--- src/rtl/id_stage.sv ---
// Instruction-decode stage of a 5-stage MIPS pipeline.
// Holds the IF/ID register and the 32x32 register file, decodes control,
// detects load-use and branch hazards, and resolves beq/bne/j early so IF
// can be stalled or redirected in the same cycle.
module id_stage (
    input  logic        i_clk,
    input  logic        i_reset,
    input  logic [31:0] i_instruction,
    input  logic [31:0] i_pc_plus4,
    input  logic        i_wb_write_en,
    input  logic [4:0]  i_wb_write_addr,
    input  logic [31:0] i_wb_write_data,
    input  logic        i_ex_reg_write,
    input  logic        i_ex_mem_read,
    input  logic [4:0]  i_ex_write_reg,
    input  logic        i_mem_reg_write,
    input  logic [4:0]  i_mem_write_reg,
    output logic        o_stall,
    output logic        o_bubble,
    output logic        o_pc_src,
    output logic [31:0] o_pc_target,
    output logic [31:0] o_rs_data,
    output logic [31:0] o_rt_data,
    output logic [31:0] o_imm_ext,
    output logic [4:0]  o_rs,
    output logic [4:0]  o_rt,
    output logic [4:0]  o_rd,
    output logic [5:0]  o_funct,
    output logic [31:0] o_pc_plus4,
    output logic        o_reg_write,
    output logic        o_mem_read,
    output logic        o_mem_write,
    output logic        o_mem_to_reg,
    output logic        o_alu_src,
    output logic        o_reg_dst,
    output logic [2:0]  o_alu_op
);

    localparam logic [5:0] OP_RTYPE = 6'h00;
    localparam logic [5:0] OP_J     = 6'h02;
    localparam logic [5:0] OP_BEQ   = 6'h04;
    localparam logic [5:0] OP_BNE   = 6'h05;
    localparam logic [5:0] OP_ADDI  = 6'h08;
    localparam logic [5:0] OP_SLTI  = 6'h0A;
    localparam logic [5:0] OP_ANDI  = 6'h0C;
    localparam logic [5:0] OP_ORI   = 6'h0D;
    localparam logic [5:0] OP_LUI   = 6'h0F;
    localparam logic [5:0] OP_LW    = 6'h23;
    localparam logic [5:0] OP_SW    = 6'h2B;

    // ALU operation classes handed to EX
    localparam logic [2:0] ALU_ADD   = 3'd0;
    localparam logic [2:0] ALU_SUB   = 3'd1;
    localparam logic [2:0] ALU_FUNCT = 3'd2;
    localparam logic [2:0] ALU_SLT   = 3'd3;
    localparam logic [2:0] ALU_AND   = 3'd4;
    localparam logic [2:0] ALU_OR    = 3'd5;
    localparam logic [2:0] ALU_LUI   = 3'd6;

    logic [31:0] ifid_instr;
    logic [31:0] ifid_pc4;
    logic        ifid_valid;
    logic [31:0] regs [32];

    logic [5:0]  opcode;
    logic [4:0]  rs, rt;
    logic [15:0] imm16;
    logic [31:0] imm_sext;
    logic [31:0] rs_data, rt_data;
    logic        is_j, is_beq, is_bne, is_branch, rt_is_src;
    logic        load_use, branch_hz, stall, pc_src, rs_eq_rt;
    logic [31:0] branch_target, jump_target;

    // IF/ID register: stall holds, redirect flushes to a NOP, else capture IF
    always_ff @(posedge i_clk or posedge i_reset) begin
        if (i_reset) begin
            ifid_instr <= '0;
            ifid_pc4   <= '0;
            ifid_valid <= 1'b0;
        end else if (stall) begin
            ifid_instr <= ifid_instr;
        end else if (pc_src) begin
            ifid_instr <= '0;
            ifid_valid <= 1'b0;
        end else begin
            ifid_instr <= i_instruction;
            ifid_pc4   <= i_pc_plus4;
            ifid_valid <= 1'b1;
        end
    end

    // Register file write port; r0 is never written
    always_ff @(posedge i_clk or posedge i_reset) begin
        if (i_reset) begin
            for (int i = 0; i < 32; i++) regs[i] <= '0;
        end else if (i_wb_write_en && i_wb_write_addr != 5'd0) begin
            regs[i_wb_write_addr] <= i_wb_write_data;
        end
    end

    assign opcode   = ifid_instr[31:26];
    assign rs       = ifid_instr[25:21];
    assign rt       = ifid_instr[20:16];
    assign imm16    = ifid_instr[15:0];
    assign imm_sext = {{16{imm16[15]}}, imm16};

    // Read ports with same-cycle write-back bypass so WB and ID overlap
    always_comb begin
        rs_data = regs[rs];
        rt_data = regs[rt];
        if (i_wb_write_en && i_wb_write_addr != 5'd0 && i_wb_write_addr == rs)
            rs_data = i_wb_write_data;
        if (i_wb_write_en && i_wb_write_addr != 5'd0 && i_wb_write_addr == rt)
            rt_data = i_wb_write_data;
        if (rs == 5'd0) rs_data = '0;
        if (rt == 5'd0) rt_data = '0;
    end

    // Control decode; invalid slots and unknown opcodes decode as a NOP
    always_comb begin
        o_reg_write  = 1'b0;
        o_mem_read   = 1'b0;
        o_mem_write  = 1'b0;
        o_mem_to_reg = 1'b0;
        o_alu_src    = 1'b0;
        o_reg_dst    = 1'b0;
        o_alu_op     = ALU_ADD;
        if (ifid_valid) begin
            case (opcode)
                OP_RTYPE: begin o_reg_write = 1'b1; o_reg_dst = 1'b1; o_alu_op = ALU_FUNCT; end
                OP_LW:    begin o_reg_write = 1'b1; o_mem_read = 1'b1; o_mem_to_reg = 1'b1; o_alu_src = 1'b1; end
                OP_SW:    begin o_mem_write = 1'b1; o_alu_src = 1'b1; end
                OP_BEQ,
                OP_BNE:   o_alu_op = ALU_SUB;
                OP_ADDI:  begin o_reg_write = 1'b1; o_alu_src = 1'b1; end
                OP_SLTI:  begin o_reg_write = 1'b1; o_alu_src = 1'b1; o_alu_op = ALU_SLT; end
                OP_ANDI:  begin o_reg_write = 1'b1; o_alu_src = 1'b1; o_alu_op = ALU_AND; end
                OP_ORI:   begin o_reg_write = 1'b1; o_alu_src = 1'b1; o_alu_op = ALU_OR; end
                OP_LUI:   begin o_reg_write = 1'b1; o_alu_src = 1'b1; o_alu_op = ALU_LUI; end
                default:  o_alu_op = ALU_ADD;
            endcase
        end
    end

    assign is_j      = ifid_valid && opcode == OP_J;
    assign is_beq    = ifid_valid && opcode == OP_BEQ;
    assign is_bne    = ifid_valid && opcode == OP_BNE;
    assign is_branch = is_beq || is_bne;
    assign rt_is_src = opcode == OP_RTYPE || opcode == OP_SW || is_branch;

    assign load_use = i_ex_mem_read && i_ex_write_reg != 5'd0 &&
                      (i_ex_write_reg == rs || (rt_is_src && i_ex_write_reg == rt));

    // The comparator has no forwarding, so any producer still in EX or MEM
    // must drain to WB (where the read bypass catches it) before resolving.
    assign branch_hz = is_branch && (
        (i_ex_reg_write && i_ex_write_reg != 5'd0 &&
         (i_ex_write_reg == rs || i_ex_write_reg == rt)) ||
        (i_mem_reg_write && i_mem_write_reg != 5'd0 &&
         (i_mem_write_reg == rs || i_mem_write_reg == rt)));

    assign stall    = ifid_valid && (load_use || branch_hz);
    assign rs_eq_rt = rs_data == rt_data;
    assign pc_src   = ifid_valid && !stall &&
                      (is_j || (is_beq && rs_eq_rt) || (is_bne && !rs_eq_rt));

    assign branch_target = ifid_pc4 + {imm_sext[29:0], 2'b00};
    assign jump_target   = {ifid_pc4[31:28], ifid_instr[25:0], 2'b00};

    assign o_stall     = stall;
    assign o_bubble    = stall;
    assign o_pc_src    = pc_src;
    assign o_pc_target = is_j ? jump_target : branch_target;
    assign o_rs_data   = rs_data;
    assign o_rt_data   = rt_data;
    assign o_imm_ext   = (opcode == OP_ANDI || opcode == OP_ORI) ? {16'h0000, imm16} : imm_sext;
    assign o_rs        = rs;
    assign o_rt        = rt;
    assign o_rd        = ifid_instr[15:11];
    assign o_funct     = ifid_instr[5:0];
    assign o_pc_plus4  = ifid_pc4;

endmodule

--- config.mk ---
export PLATFORM = sky130hd
export DESIGN_NAME = id_stage
export DESIGN_NICKNAME = d
export VERILOG_FILES = /design/src/rtl/id_stage.sv
export SDC_FILE = /design/constraint.sdc
export NUM_CORES = 2
export LEC_CHECK = 0
export BUFFER_PORTS_ARGS = -buffer_cell sky130_fd_sc_hd__buf_2
export CAP_MARGIN = 40
export CORE_UTILIZATION = 46
export CTS_CLUSTER_SIZE = 20
export DETAILED_ROUTE_END_ITERATION = 10
export PLACE_DENSITY_LB_ADDON = 0.12
export SETUP_SLACK_MARGIN = 0.4
export SYNTH_ARGS = -nofsm -noshare
export SYNTH_HDL_FRONTEND = slang
export SYNTH_SLANG_ARGS = --single-unit
--- constraint.sdc ---
create_clock -name i_clk -period 66.7 [get_ports i_clk]
set_input_delay 13.34 -clock i_clk [delete_from_list [all_inputs] [get_ports i_clk]]
set_output_delay 13.34 -clock i_clk [all_outputs]
set_load 0.05 [all_outputs]
* Yosys cells after proc, flatten, opt, wreduce, memory -nomap -nowiden
Cells that the tools add are included.
Storage, ports and cells: register bits 1089
Operators by class: add/sub/neg operators 1, magnitude comparators 4, equal/unequal tests 17, muxes and demuxes 29, bitwise operators 5, reduce and logical (&&, ||, !) cells 43
Operator list (number):
- 1024-bit bitwise mux | 1
- 32-bit 2-to-1 mux | 12
- 32-bit binary-select mux with 5-bit select | 2
- 32-bit demux with 5-bit select | 1
- 32-bit adder | 1
- 32-bit equality test | 1
- 5-bit equality test | 6
- 6-bit by 4-bit equality test with 1-bit output, second input constant | 5
- 1-bit logical AND | 20
- 6-bit greater-or-equal comparator, second input constant | 3
- 5-bit NOT with 6-bit output | 3
- 3-bit case mux with 6 select lines | 1
- 5-bit nonzero test | 3
- 7-bit OR reduction | 2
- 6-bit by 3-bit equality test with 1-bit output, second input constant | 2
- 6-bit equality test, second input constant | 2
- 1-bit logical OR | 11
- 1-bit 2-to-1 mux | 11
- 5-bit zero test | 2
- 6-bit by 2-bit equality test with 1-bit output, second input constant | 1
- 6-bit zero test | 1
- 6-bit by 1-bit less-than comparator with 1-bit output, second input constant | 1
- 3-bit 2-to-1 mux | 1
- 1-bit zero test | 2
- 3 further kinds | 4

* Depth between registers and ports, before layout
word-level depth 14, mapped depth 18, mapped depth without buffers 15

* Worst setup path after synthesis
OpenSTA, ideal clock, no wires.
path kind input to output, start input i_wb_write_addr[1], end output o_pc_src, arrival time 16.950 ns, required time 53.360 ns, slack 36.410 ns, stages on the path 13, path buffers 3, path through buf_2 > or2_1 > o41ai_4 > nor3_2 > buf_2 > buf_2 > a221oi_2 > nand2_1 > nor4_1 > nor3_1 > or4b_4 > o31a_1 > a21oi_1
On the way: cells in the longest elaborated chain, start to end 10
RTL lines:
- from (decl) | RTL line 11 | input logic [4:0] i_wb_write_addr,
- 5-bit nonzero test | RTL line 111, 113
- 1-bit logical AND | RTL line 111, 113
- 1-bit logical AND (on tied branches) | RTL line 111, 113
- 32-bit 2-to-1 mux (on tied branches) | RTL line 111, 113
- 32-bit 2-to-1 mux (on tied branches) | RTL line 115, 116
- 32-bit equality test (*) | RTL line 163 | assign rs_eq_rt = rs_data == rt_data;
- 1-bit logical AND / 1-bit zero test (equally long branches) | RTL line 165 | (is_j || (is_beq && rs_eq_rt) || (is_bne && !rs_eq_rt));
- 1-bit logical OR / 1-bit logical AND (equally long branches) | RTL line 165
- 1-bit logical OR (*) | RTL line 165
- 1-bit logical AND (*) | RTL line 164 | assign pc_src = ifid_valid && !stall &&
- to (decl) | RTL line 20 | output logic o_pc_src,
Mark *: on every way between the ends. The rest lies on a longest branch, timed or not.

* Worst setup path in the final report
Same ends and word-level chain as after synthesis.

==> results.sh <==
export IMPL_antenna_found_initial=14
export IMPL_period_share=0.470
export IMPL_drtPass1Iterations=5
export IMPL_setup_viol_count_final=0
export IMPL_vias=41200
export IMPL_ant_nets=0
export IMPL_grt_pass1_wl_mm=297
export IMPL_worst_slew_pin_slew_ps=971
export IMPL_cp_end_kind="output port"
export IMPL_power_switching_mw=0.721
export IMPL_area_growth_pct=11.8
export IMPL_peakVddDrop_uv=22.7
export IMPL_clk_latency_ps=760
export IMPL_power_frac_seq=0.395
export IMPL_path_max_fanout=26
export IMPL_ioPinCount=310
export IMPL_yosysSeqAreaShare=0.449
export IMPL_grt_overflow=0
export IMPL_relSlewSlack=0.353
export IMPL_die_w_um=365
export IMPL_cp_start_kind="input pin"
export IMPL_p_int_mw=1.50
export IMPL_slew_viol_final=0
export IMPL_startpoint="i_wb_write_addr[1]"
export IMPL_power_density_mw_per_mm2=32.8
export IMPL_ys_flop_type="dfrtp_1"
export IMPL_reg2reg_from="ifid_instr[18]"
export IMPL_async_reset_ff_frac=1.00
export IMPL_min_path_cells=0
export IMPL_p_leak_nw=29.7
export IMPL_dieArea_mm2=0.133
export IMPL_place_congestion=0.903
export IMPL_die_h_um=365
export IMPL_synth_cells=4349
export IMPL_hold_ws_ps=393
export IMPL_clkPwrFrac=0.322
export IMPL_tns_ps=0
export IMPL_regToRegSetupSlack_ps=58640
export IMPL_drive_gt1_frac=0.505
export IMPL_placed_cells=6009
export IMPL_grt_pass1_vias=41200
export IMPL_syn_nets=4496
export IMPL_route_detailed_wl_per_inst_um=32.9
export IMPL_nets=4547
export IMPL_maxCapViolCount=0
export IMPL_path_clk_slew_ps=60
export IMPL_htreeDepth=4
export IMPL_hold_viol_final=0
export IMPL_cts_path_max_buffers=3
export IMPL_min_period_ps=31370
export IMPL_start_util=0.466
export IMPL_cts_post_setup_buffers_inserted=0
export IMPL_vias_per_cell=6.60
export IMPL_grt_max_degree=85
export IMPL_layout_commonest_cell="dfrtp_1"
export IMPL_ctsHoldBuffers=0
export IMPL_wl_mm=205
export IMPL_synth_area_leaders="dfrtp_1 45%, mux4_2 19%, mux2_2 19%"
export IMPL_cts_tree="yes"
export IMPL_hold_class="reg2reg"
export IMPL_synth_cell_type_count=72
export IMPL_critPathKind="in2out"
export IMPL_worst_clock_skew_ps=36.4
export IMPL_coreArea_mm2=0.130
export IMPL_synth_edff_count=0
export IMPL_timing_fmax_mhz=31.9
export IMPL_synth_top_area_frac=0.449
export IMPL_stdcell_count=6237
export IMPL_most_common_layout_cells="1081 x dfrtp_1, 997 x mux2_2, 513 x mux4_2"
export IMPL_outcome="finished, final reports clean"
export IMPL_reg2reg_depth=17
export IMPL_crit_end="o_pc_src"
export IMPL_drt_iter0_drc=3870
export IMPL_yosysTopAreaCell="dfrtp_1"
export IMPL_ys_warn_count=0
export IMPL_synth_area_mm2=0.0606
export IMPL_drc=0
export IMPL_combPwrFrac=0.282
export IMPL_cts_resized=0
export IMPL_ys_ff_latch=1089
export IMPL_numClockSinks=1089
export IMPL_grt_usage=0.310
export IMPL_cp_data_required_time_ps=53360
export IMPL_arrival_ps=18030
export IMPL_cts_buffers=131
export IMPL_rsz0062_at_grt="false"
export IMPL_r2r_end="o_pc_plus4[0]"
export IMPL_swShare=0.324
export IMPL_avgSynthCellArea_um2=13.9
export IMPL_dp_hpwl_mm=125
export IMPL_row_count=132
export IMPL_numPortBuffers=309
export IMPL_cts_root_buf="clkbuf_16"
[routing by layer]
| metal | share of wire | vias to the layer above | global-route usage |
|---|---|---|---|
| met4 | 0.035 | 10 | 0.109 |
| met2 | 0.46 | 1826 | 0.474 |
| met3 | 0.093 | 404 | 0.0832 |
| li1 | - | 16800 | - |
| met5 | 0.00028 | - | 0 |
| met1 | 0.41 | 22100 | 0.427 |
[power by group through the flow]
| stage | Combinational, mW | Clock, mW | Sequential (mW) |
|---|---|---|---|
| global route | 0.661 | 0.756 | 0.894 |
| detailed placement | 0.621 | 0 | 0.885 |
| floorplan | 0.474 | 0 | 0.858 |
| global placement | 0.610 | 0 | 0.878 |
| CTS | 0.622 | 0.728 | 0.874 |
| finish | 0.627 | 0.716 | 0.878 |
[sequential cells by signal, indices dropped and copies added (netlist names)]
name	flops
o_pc_plus4	32
ifid_valid	1
regs	1024
ifid_instr	32
[area by class of cell]
type / count / area [um2]
inverter: 13 / 56.3
antenna: 4 / 10.0
fill: 11100 / 62300
clock inverter: 36 / 409
timing repair buffer: 441 / 2940
tap: 1742 / 2180
multi-input combinational: 2724 / 31100
sequential: 1089 / 27300
clock buffer: 188 / 3820
[kinds of logic after synthesis]
group	synth area share
AOI/OAI and AO/OA	0.0697
xor gates and xnor gates	0.00968
adders and majority gates	0.00632
buffers and inverters	0.0417
DFF	0.449
muxes	0.385
and+or+nand+nor	0.0385
[through the flow]
stage,utilization,instance area (um2),power (mW),worst slack [ps]
6_report,0.521,67800,2.22,35330
5_1_grt,0.521,67800,2.31,35250
4_1_cts,0.521,67800,2.23,35480
3_5_place_dp,0.488,63600,1.51,35500
3_3_place_gp,0.484,63000,1.49,35200
2_1_floorplan,-,60600,1.33,22700
[Yosys cell counts, types with 7 or more instances]
library cell and count:
a211o_1 35, a211oi_1 24, a21o_1 13, a21oi_1 115, a22o_1 34, a22oi_1 244, a31oi_1 8, and2_1 12
and3_1 11, buf_1 80, buf_2 64, buf_4 77, buf_6 15, clkbuf_1 284, dfrtp_1 1089, ha_1 29
inv_1 13, mux2_2 997, mux2_4 28, mux4_2 513, nand2_1 139, nand2b_1 19, nand3_1 19, nand3b_1 8
nor2_1 144, nor2b_1 17, nor3_1 21, nor3b_1 7, nor4_1 10, o21ai_0 60, o22ai_1 11, o31ai_1 8
or2_2 21, or3_1 11, or4_1 8, xnor2_1 40, xor2_1 27
[worst min path at each step]
stage	startpoint	endpoint	slack, ps
CTS	regs[1005]	regs[1005]	400
detailed placement	regs[994]	regs[994]	380
global route	regs[995]	regs[995]	400
floorplan	regs[1000]	regs[1000]	440
finish	regs[1001]	regs[1001]	390
global placement	regs[1019]	regs[1019]	380
[critical path, cell delays in order]
cell      delay, ps
buf_2           150
or2_1           330
o41ai_4         580
or3_1           230
buf_4           390
nor2_1          110
or2_1           280
or3_1           380
o221ai_1        450
o31ai_1         330
or4b_4          610
o31a_1          350
a21oi_1         180
buf_2           300
Note: power is estimated with default switching activity, not from simulation.
